## config.mk

```make
export PLATFORM = sky130hd
export DESIGN_NAME = au_cmd_issuer
export DESIGN_NICKNAME = d
export VERILOG_FILES = /design/src/rtl/au_cmd_issuer.sv
export SDC_FILE = /design/constraint.sdc
export NUM_CORES = 1
export LEC_CHECK = 0
export CAP_MARGIN = 0
export CORE_MARGIN = 2
export CORE_UTILIZATION = 30
export CTS_CLUSTER_SIZE = 40
export DETAILED_ROUTE_END_ITERATION = 6
export PLACE_DENSITY = 0.61
export SLEW_MARGIN = 20
export SYNTH_ARGS = -nofsm -noshare
export SYNTH_HDL_FRONTEND = slang
export SYNTH_SLANG_ARGS = --single-unit
```

## constraint.sdc

```tcl
create_clock -name clk -period 5.27 [get_ports clk]
set_input_delay 0.7905 -clock clk [delete_from_list [all_inputs] [get_ports clk]]
set_output_delay 0.7905 -clock clk [all_outputs]
set_load 0.05 [all_outputs]
```

## src/rtl/au_cmd_issuer.sv

```systemverilog
// au_cmd_issuer: host-side sequencer for the 32-bit arithmetic unit.
// Commands are queued in a small FIFO, issued one at a time with operands
// held stable for the unit's latency, and the captured results are handed
// back to the host over a valid/ready response channel.
module au_cmd_issuer #(
  parameter int WIDTH = 32,
  parameter int DEPTH = 2,
  parameter int LAT   = 1
) (
  input  logic             clk,
  input  logic             rst_n,
  // host command channel
  input  logic             cmd_valid,
  output logic             cmd_ready,
  input  logic [1:0]       cmd_op,
  input  logic [WIDTH-1:0] cmd_a,
  input  logic [WIDTH-1:0] cmd_b,
  // arithmetic unit operand side
  output logic [WIDTH-1:0] au_a,
  output logic [WIDTH-1:0] au_b,
  output logic [1:0]       au_op,
  // arithmetic unit result side
  input  logic [WIDTH-1:0] au_s,
  input  logic [WIDTH-1:0] au_hi,
  input  logic [WIDTH-1:0] au_lo,
  input  logic             au_zero,
  // host response channel
  output logic             rsp_valid,
  input  logic             rsp_ready,
  output logic [1:0]       rsp_op,
  output logic [WIDTH-1:0] rsp_s,
  output logic [WIDTH-1:0] rsp_hi,
  output logic [WIDTH-1:0] rsp_lo,
  output logic             rsp_zero,
  output logic             rsp_dz,
  output logic             busy
);

  localparam int AW = (DEPTH > 1) ? $clog2(DEPTH) : 1;
  localparam int CW = $clog2(DEPTH + 1);
  localparam int LW = (LAT > 0) ? $clog2(LAT + 1) : 1;
  localparam int EW = 2 + 2 * WIDTH;

  localparam logic [CW-1:0] DEPTH_C = CW'(DEPTH);
  localparam logic [LW-1:0] LAT_C   = LW'(LAT);

  typedef enum logic [1:0] {
    ST_IDLE = 2'd0,
    ST_WAIT = 2'd1,
    ST_RESP = 2'd2
  } state_t;

  // FIFO storage and bookkeeping
  logic [EW-1:0]    mem_q [DEPTH];
  logic [AW-1:0]    wr_ptr_q, wr_ptr_d;
  logic [AW-1:0]    rd_ptr_q, rd_ptr_d;
  logic [CW-1:0]    count_q, count_d;

  // sequencer state
  state_t           state_q, state_d;
  logic [LW-1:0]    cnt_q, cnt_d;
  logic [1:0]       op_lat_q, op_lat_d;
  logic             bzero_lat_q, bzero_lat_d;

  // operand registers towards the arithmetic unit
  logic [WIDTH-1:0] au_a_q, au_a_d;
  logic [WIDTH-1:0] au_b_q, au_b_d;
  logic [1:0]       au_op_q, au_op_d;

  // response registers towards the host
  logic             rsp_valid_q, rsp_valid_d;
  logic [1:0]       rsp_op_q, rsp_op_d;
  logic [WIDTH-1:0] rsp_s_q, rsp_s_d;
  logic [WIDTH-1:0] rsp_hi_q, rsp_hi_d;
  logic [WIDTH-1:0] rsp_lo_q, rsp_lo_d;
  logic             rsp_zero_q, rsp_zero_d;
  logic             rsp_dz_q, rsp_dz_d;

  logic             push;
  logic             pop;
  logic             fifo_empty;
  logic [EW-1:0]    head_w;
  logic [1:0]       head_op;
  logic [WIDTH-1:0] head_a;
  logic [WIDTH-1:0] head_b;

  // Ready depends on the registered occupancy only, so the host sees no
  // combinational path from its own valid or from rsp_ready.
  assign cmd_ready  = (count_q < DEPTH_C);
  assign push       = cmd_valid & cmd_ready;
  assign fifo_empty = (count_q == '0);

  assign head_w  = mem_q[rd_ptr_q];
  assign head_op = head_w[EW-1 -: 2];
  assign head_a  = head_w[2*WIDTH-1 -: WIDTH];
  assign head_b  = head_w[WIDTH-1:0];

  // FIFO payload storage; contents need no reset because the pointers and
  // count define what is valid.
  always_ff @(posedge clk) begin
    if (push) begin
      mem_q[wr_ptr_q] <= {cmd_op, cmd_a, cmd_b};
    end
  end

  // Next-state logic: issue from the FIFO head, count down the unit's
  // latency, capture results and hold them until the host takes them.
  always_comb begin
    state_d     = state_q;
    cnt_d       = cnt_q;
    op_lat_d    = op_lat_q;
    bzero_lat_d = bzero_lat_q;
    au_a_d      = au_a_q;
    au_b_d      = au_b_q;
    au_op_d     = au_op_q;
    rsp_valid_d = rsp_valid_q;
    rsp_op_d    = rsp_op_q;
    rsp_s_d     = rsp_s_q;
    rsp_hi_d    = rsp_hi_q;
    rsp_lo_d    = rsp_lo_q;
    rsp_zero_d  = rsp_zero_q;
    rsp_dz_d    = rsp_dz_q;
    pop         = 1'b0;

    unique case (state_q)
      ST_IDLE: begin
        if (!fifo_empty) begin
          pop     = 1'b1;
          state_d = ST_WAIT;
        end
      end
      ST_WAIT: begin
        if (cnt_q == '0) begin
          rsp_s_d     = au_s;
          rsp_hi_d    = au_hi;
          rsp_lo_d    = au_lo;
          rsp_zero_d  = au_zero;
          rsp_op_d    = op_lat_q;
          rsp_dz_d    = (op_lat_q == 2'b11) && bzero_lat_q;
          rsp_valid_d = 1'b1;
          state_d     = ST_RESP;
        end else begin
          cnt_d = cnt_q - LW'(1);
        end
      end
      ST_RESP: begin
        if (rsp_ready) begin
          rsp_valid_d = 1'b0;
          // Back-to-back: the next command goes out on the very edge the
          // current response is accepted.
          if (!fifo_empty) begin
            pop     = 1'b1;
            state_d = ST_WAIT;
          end else begin
            state_d = ST_IDLE;
          end
        end
      end
      default: begin
        state_d = ST_IDLE;
      end
    endcase

    if (pop) begin
      au_a_d      = head_a;
      au_b_d      = head_b;
      au_op_d     = head_op;
      op_lat_d    = head_op;
      bzero_lat_d = (head_b == '0);
      cnt_d       = LAT_C;
    end
  end

  // FIFO pointer and occupancy update; pointers wrap naturally at DEPTH.
  always_comb begin
    wr_ptr_d = wr_ptr_q;
    rd_ptr_d = rd_ptr_q;
    count_d  = count_q;
    if (push) begin
      wr_ptr_d = wr_ptr_q + AW'(1);
    end
    if (pop) begin
      rd_ptr_d = rd_ptr_q + AW'(1);
    end
    unique case ({push, pop})
      2'b10:   count_d = count_q + CW'(1);
      2'b01:   count_d = count_q - CW'(1);
      default: count_d = count_q;
    endcase
  end

  // State registers; an asynchronous reset drops the queue and any
  // in-flight command and clears every output.
  always_ff @(posedge clk or negedge rst_n) begin
    if (!rst_n) begin
      wr_ptr_q    <= '0;
      rd_ptr_q    <= '0;
      count_q     <= '0;
      state_q     <= ST_IDLE;
      cnt_q       <= '0;
      op_lat_q    <= '0;
      bzero_lat_q <= 1'b0;
      au_a_q      <= '0;
      au_b_q      <= '0;
      au_op_q     <= '0;
      rsp_valid_q <= 1'b0;
      rsp_op_q    <= '0;
      rsp_s_q     <= '0;
      rsp_hi_q    <= '0;
      rsp_lo_q    <= '0;
      rsp_zero_q  <= 1'b0;
      rsp_dz_q    <= 1'b0;
    end else begin
      wr_ptr_q    <= wr_ptr_d;
      rd_ptr_q    <= rd_ptr_d;
      count_q     <= count_d;
      state_q     <= state_d;
      cnt_q       <= cnt_d;
      op_lat_q    <= op_lat_d;
      bzero_lat_q <= bzero_lat_d;
      au_a_q      <= au_a_d;
      au_b_q      <= au_b_d;
      au_op_q     <= au_op_d;
      rsp_valid_q <= rsp_valid_d;
      rsp_op_q    <= rsp_op_d;
      rsp_s_q     <= rsp_s_d;
      rsp_hi_q    <= rsp_hi_d;
      rsp_lo_q    <= rsp_lo_d;
      rsp_zero_q  <= rsp_zero_d;
      rsp_dz_q    <= rsp_dz_d;
    end
  end

  assign au_a      = au_a_q;
  assign au_b      = au_b_q;
  assign au_op     = au_op_q;
  assign rsp_valid = rsp_valid_q;
  assign rsp_op    = rsp_op_q;
  assign rsp_s     = rsp_s_q;
  assign rsp_hi    = rsp_hi_q;
  assign rsp_lo    = rsp_lo_q;
  assign rsp_zero  = rsp_zero_q;
  assign rsp_dz    = rsp_dz_q;
  assign busy      = !fifo_empty || (state_q != ST_IDLE);

endmodule

```

==> flow_metrics.env <==
export IMPL_crit_type="flip-flop to primary output"
export IMPL_cts_sinks=307
export IMPL_yosys_top_cells_area="dfrtp_1 (39%), edfxtp_1 (35%), mux2_2 (9.9%)"
export IMPL_synth_top_area_cell="dfrtp_1"
export IMPL_rows=70
export IMPL_syn_avg_cell_area_um2=16.1
export IMPL_place_ws_ns=2.04
export IMPL_synthXorXnorAreaFrac_pct=0.389
export IMPL_yosys_warnings=0
export IMPL_worst_setup_path_start_kind="flip-flop"
export IMPL_clock_fmax_mhz=348
export IMPL_cts_clk_slew_worst_paths_ns=0.06
export IMPL_grt_pass1_vias=7067
export IMPL_wire_per_inst_um=18.2
export IMPL_io_pin_count=336
export IMPL_antenna_found_initial=2
export IMPL_overflow=0
export IMPL_yosysSeqAreaShare_pct=74.2
export IMPL_cts_buffers=34
export IMPL_routed_via_density=4.43
export IMPL_cts_setup_buffers=0
export IMPL_path_cells="nor2_1, nand2_1, clkdlybuf4s50_1"
export IMPL_area_delta_synth_final_pct=43.5
export IMPL_timing_hold_ws_ns=0.396
export IMPL_htree_levels=2
export IMPL_cts_repair_resized=0
export IMPL_synth_compound_area_share_pct=3.30
export IMPL_die_x_um=198
export IMPL_synth_top_area_share_pct=38.9
export IMPL_finClkSkew_ns=0.0131
export IMPL_clock_tree_buffer_depth=3
export IMPL_synthesis_area_mm2=0.0112
export IMPL_yosys_register_bits=307
export IMPL_post_route_drc_count=0
export IMPL_clk_latency_ns=0.51
export IMPL_layout_nets=1209
export IMPL_crit_fanout=3
export IMPL_mostFrequentLayoutCell="clkdlybuf4s50_1"
export IMPL_cts_root_buffer="clkbuf_16"
export IMPL_first_pass_iters=4
export IMPL_io_buffers=335
export IMPL_initial_core_util_pct=30.6
export IMPL_finalSetupTns_ns=0
export IMPL_status="finished clean"
export IMPL_peakVddDrop_mv=0.321
export IMPL_setup_ws_ns=2.40
export IMPL_gr_usage_all_layers_pct=14.0
export IMPL_first_iter_violations=186
export IMPL_slew_headroom_pct=30.5
export IMPL_yosys_cell_types_count=28
export IMPL_critical_path_buf_inv_count=1
export IMPL_synth_top_family_by_area="multiplexers"
export IMPL_cp_end_kind="primary output"
export IMPL_diodes=0
export IMPL_rsz0062_at_grt="false"
export IMPL_place_hpwl_um=19400
export IMPL_finalSetupViolations=0
export IMPL_die_area_mm2=0.0390
export IMPL_fin_util_pct=43.9
export IMPL_critPathMaxStageDelay_ns=0.77
export IMPL_required_ns=4.48
export IMPL_layout_common_cells="clkdlybuf4s50_1 (334), dfrtp_1 (174), edfxtp_1 (132)"
export IMPL_yosys_area_share_simple_pct=4.19
export IMPL_synth_cells=697
export IMPL_cts_tree="built"
export IMPL_cts_hold_buf=0
export IMPL_slew_viol_final=0
export IMPL_muxShareOfSynthArea_pct=15.8
export IMPL_synthAdderAreaFrac_pct=0.111
export IMPL_coreArea_mm2=0.0368
export IMPL_die_height_um=198
export IMPL_grt_pass1_wl_um=41400
export IMPL_drv_cap=0
export IMPL_layout_drive_gt1_share_pct=15.2
export IMPL_grt_max_degree=105
export IMPL_hold_violations=0
export IMPL_tightestPinTransition_ns=1.04
export IMPL_cp_data_arrival_time_ns=2.08
export IMPL_syn_nets=865
export IMPL_path_delay_family="buffers and inverters"
export IMPL_totalWireLength_um=27900
export IMPL_hold_path_class="primary input to async pin"
export IMPL_finalCriticalPeriod_ns=2.87
export IMPL_p_per_area_mw_per_mm2=734
export IMPL_crit_slowest_cell="clkdlybuf4s50_1"
export IMPL_fin_crit_sh_pct=54.5
export IMPL_ant_nets=0
export IMPL_dr_total_vias=6801
export IMPL_total_leakage_power_nw=6.29
export IMPL_gp_congestion=0.698
## area by class of cell
cell class              count  area (um^2)
fillers                  3297        20600
inverters                   5         18.8
repair buffers            342         3410
flip-flops and latches    307         8350
multi-input cells         351         2700
clock buffers              50          972
well taps                 468          586
clock inverters            11          109
## per-layer routing
metal	GRT usage, %	vias to the layer above	part of all wire [%]
met3	5.34	42	9.6
met1	16.5	3277	41
met4	3.70	4	1.8
li1	-	3224	-
met5	0	-	0.097
met2	23.8	254	48
## kinds of logic after synthesis
logic type / count (synthesis)
buffers and inverters: 39
AOI/OAI and AO/OA: 73
DFF: 307
adders and majority gates: 1
xor gates and xnor gates: 5
muxes: 165
and+or+nand+nor: 107
## registers in the layout, summed over array words and instances (netlist names), 2 cells and up
signal   cells
state_q      2
count_q      2
au_b        32
rsp_hi      32
rsp_lo      32
mem_q      132
rsp_op       2
rsp_s       32
au_op        2
au_a        32
## per-stage QoR
stage / area (um^2) / power (mW) / std cells
after detailed placement: 15100 / 9.68 / 1473
after global routing: 16100 / 12.5 / 1534
after global placement: 15100 / 9.60 / 1473
after CTS: 16100 / 12.0 / 1534
final: 16100 / 11.8 / 1534
after floorplan: 11200 / 7.74 / 697
## Yosys cell counts
library cell,n
xnor2_1,5
nand4_1,3
buf_2,12
mux2_2,99
or3_4,1
nor4_1,15
inv_1,5
clkbuf_1,8
o21ai_1,27
dfrtp_1,175
nor4b_1,1
mux2i_1,66
nor2_1,8
edfxtp_1,132
nor3_1,2
ha_1,1
nand2_1,72
nand2b_1,1
buf_4,9
and3_1,1
nand3_1,2
a211o_1,1
a21o_1,1
o21ai_0,43
nor2b_1,1
a21oi_1,1
clkbuf_2,1
buf_6,4
## where the power goes
part           switching [mW]  internal (mW)  total, mW
combinational            3.61           2.01       5.62
clock                   0.918           1.38       2.30
sequential              0.501           3.42       3.92
total                    5.02           6.82       11.8
## path summary, 6_finish.rpt
| kind | from | to | slack [ns] | cells past startpoint |
|---|---|---|---|---|
| setup / recovery | count_q[0] | busy | 2.40 | 3 |
| hold / removal | rst_n | au_b[9] | 0.40 | 1 |
| setup reg to reg | state_q[1] | rsp_s[14] | 2.66 | 4 |
| hold reg to reg | au_b[9] | au_b[9] | 0.48 | 2 |
| max in group asynchronous | rst_n | rsp_hi[4] | 3.76 | 2 |
| min in group clk | au_b[9] | au_b[9] | 0.48 | 2 |
Note: power is estimated with default switching activity, not from simulation.
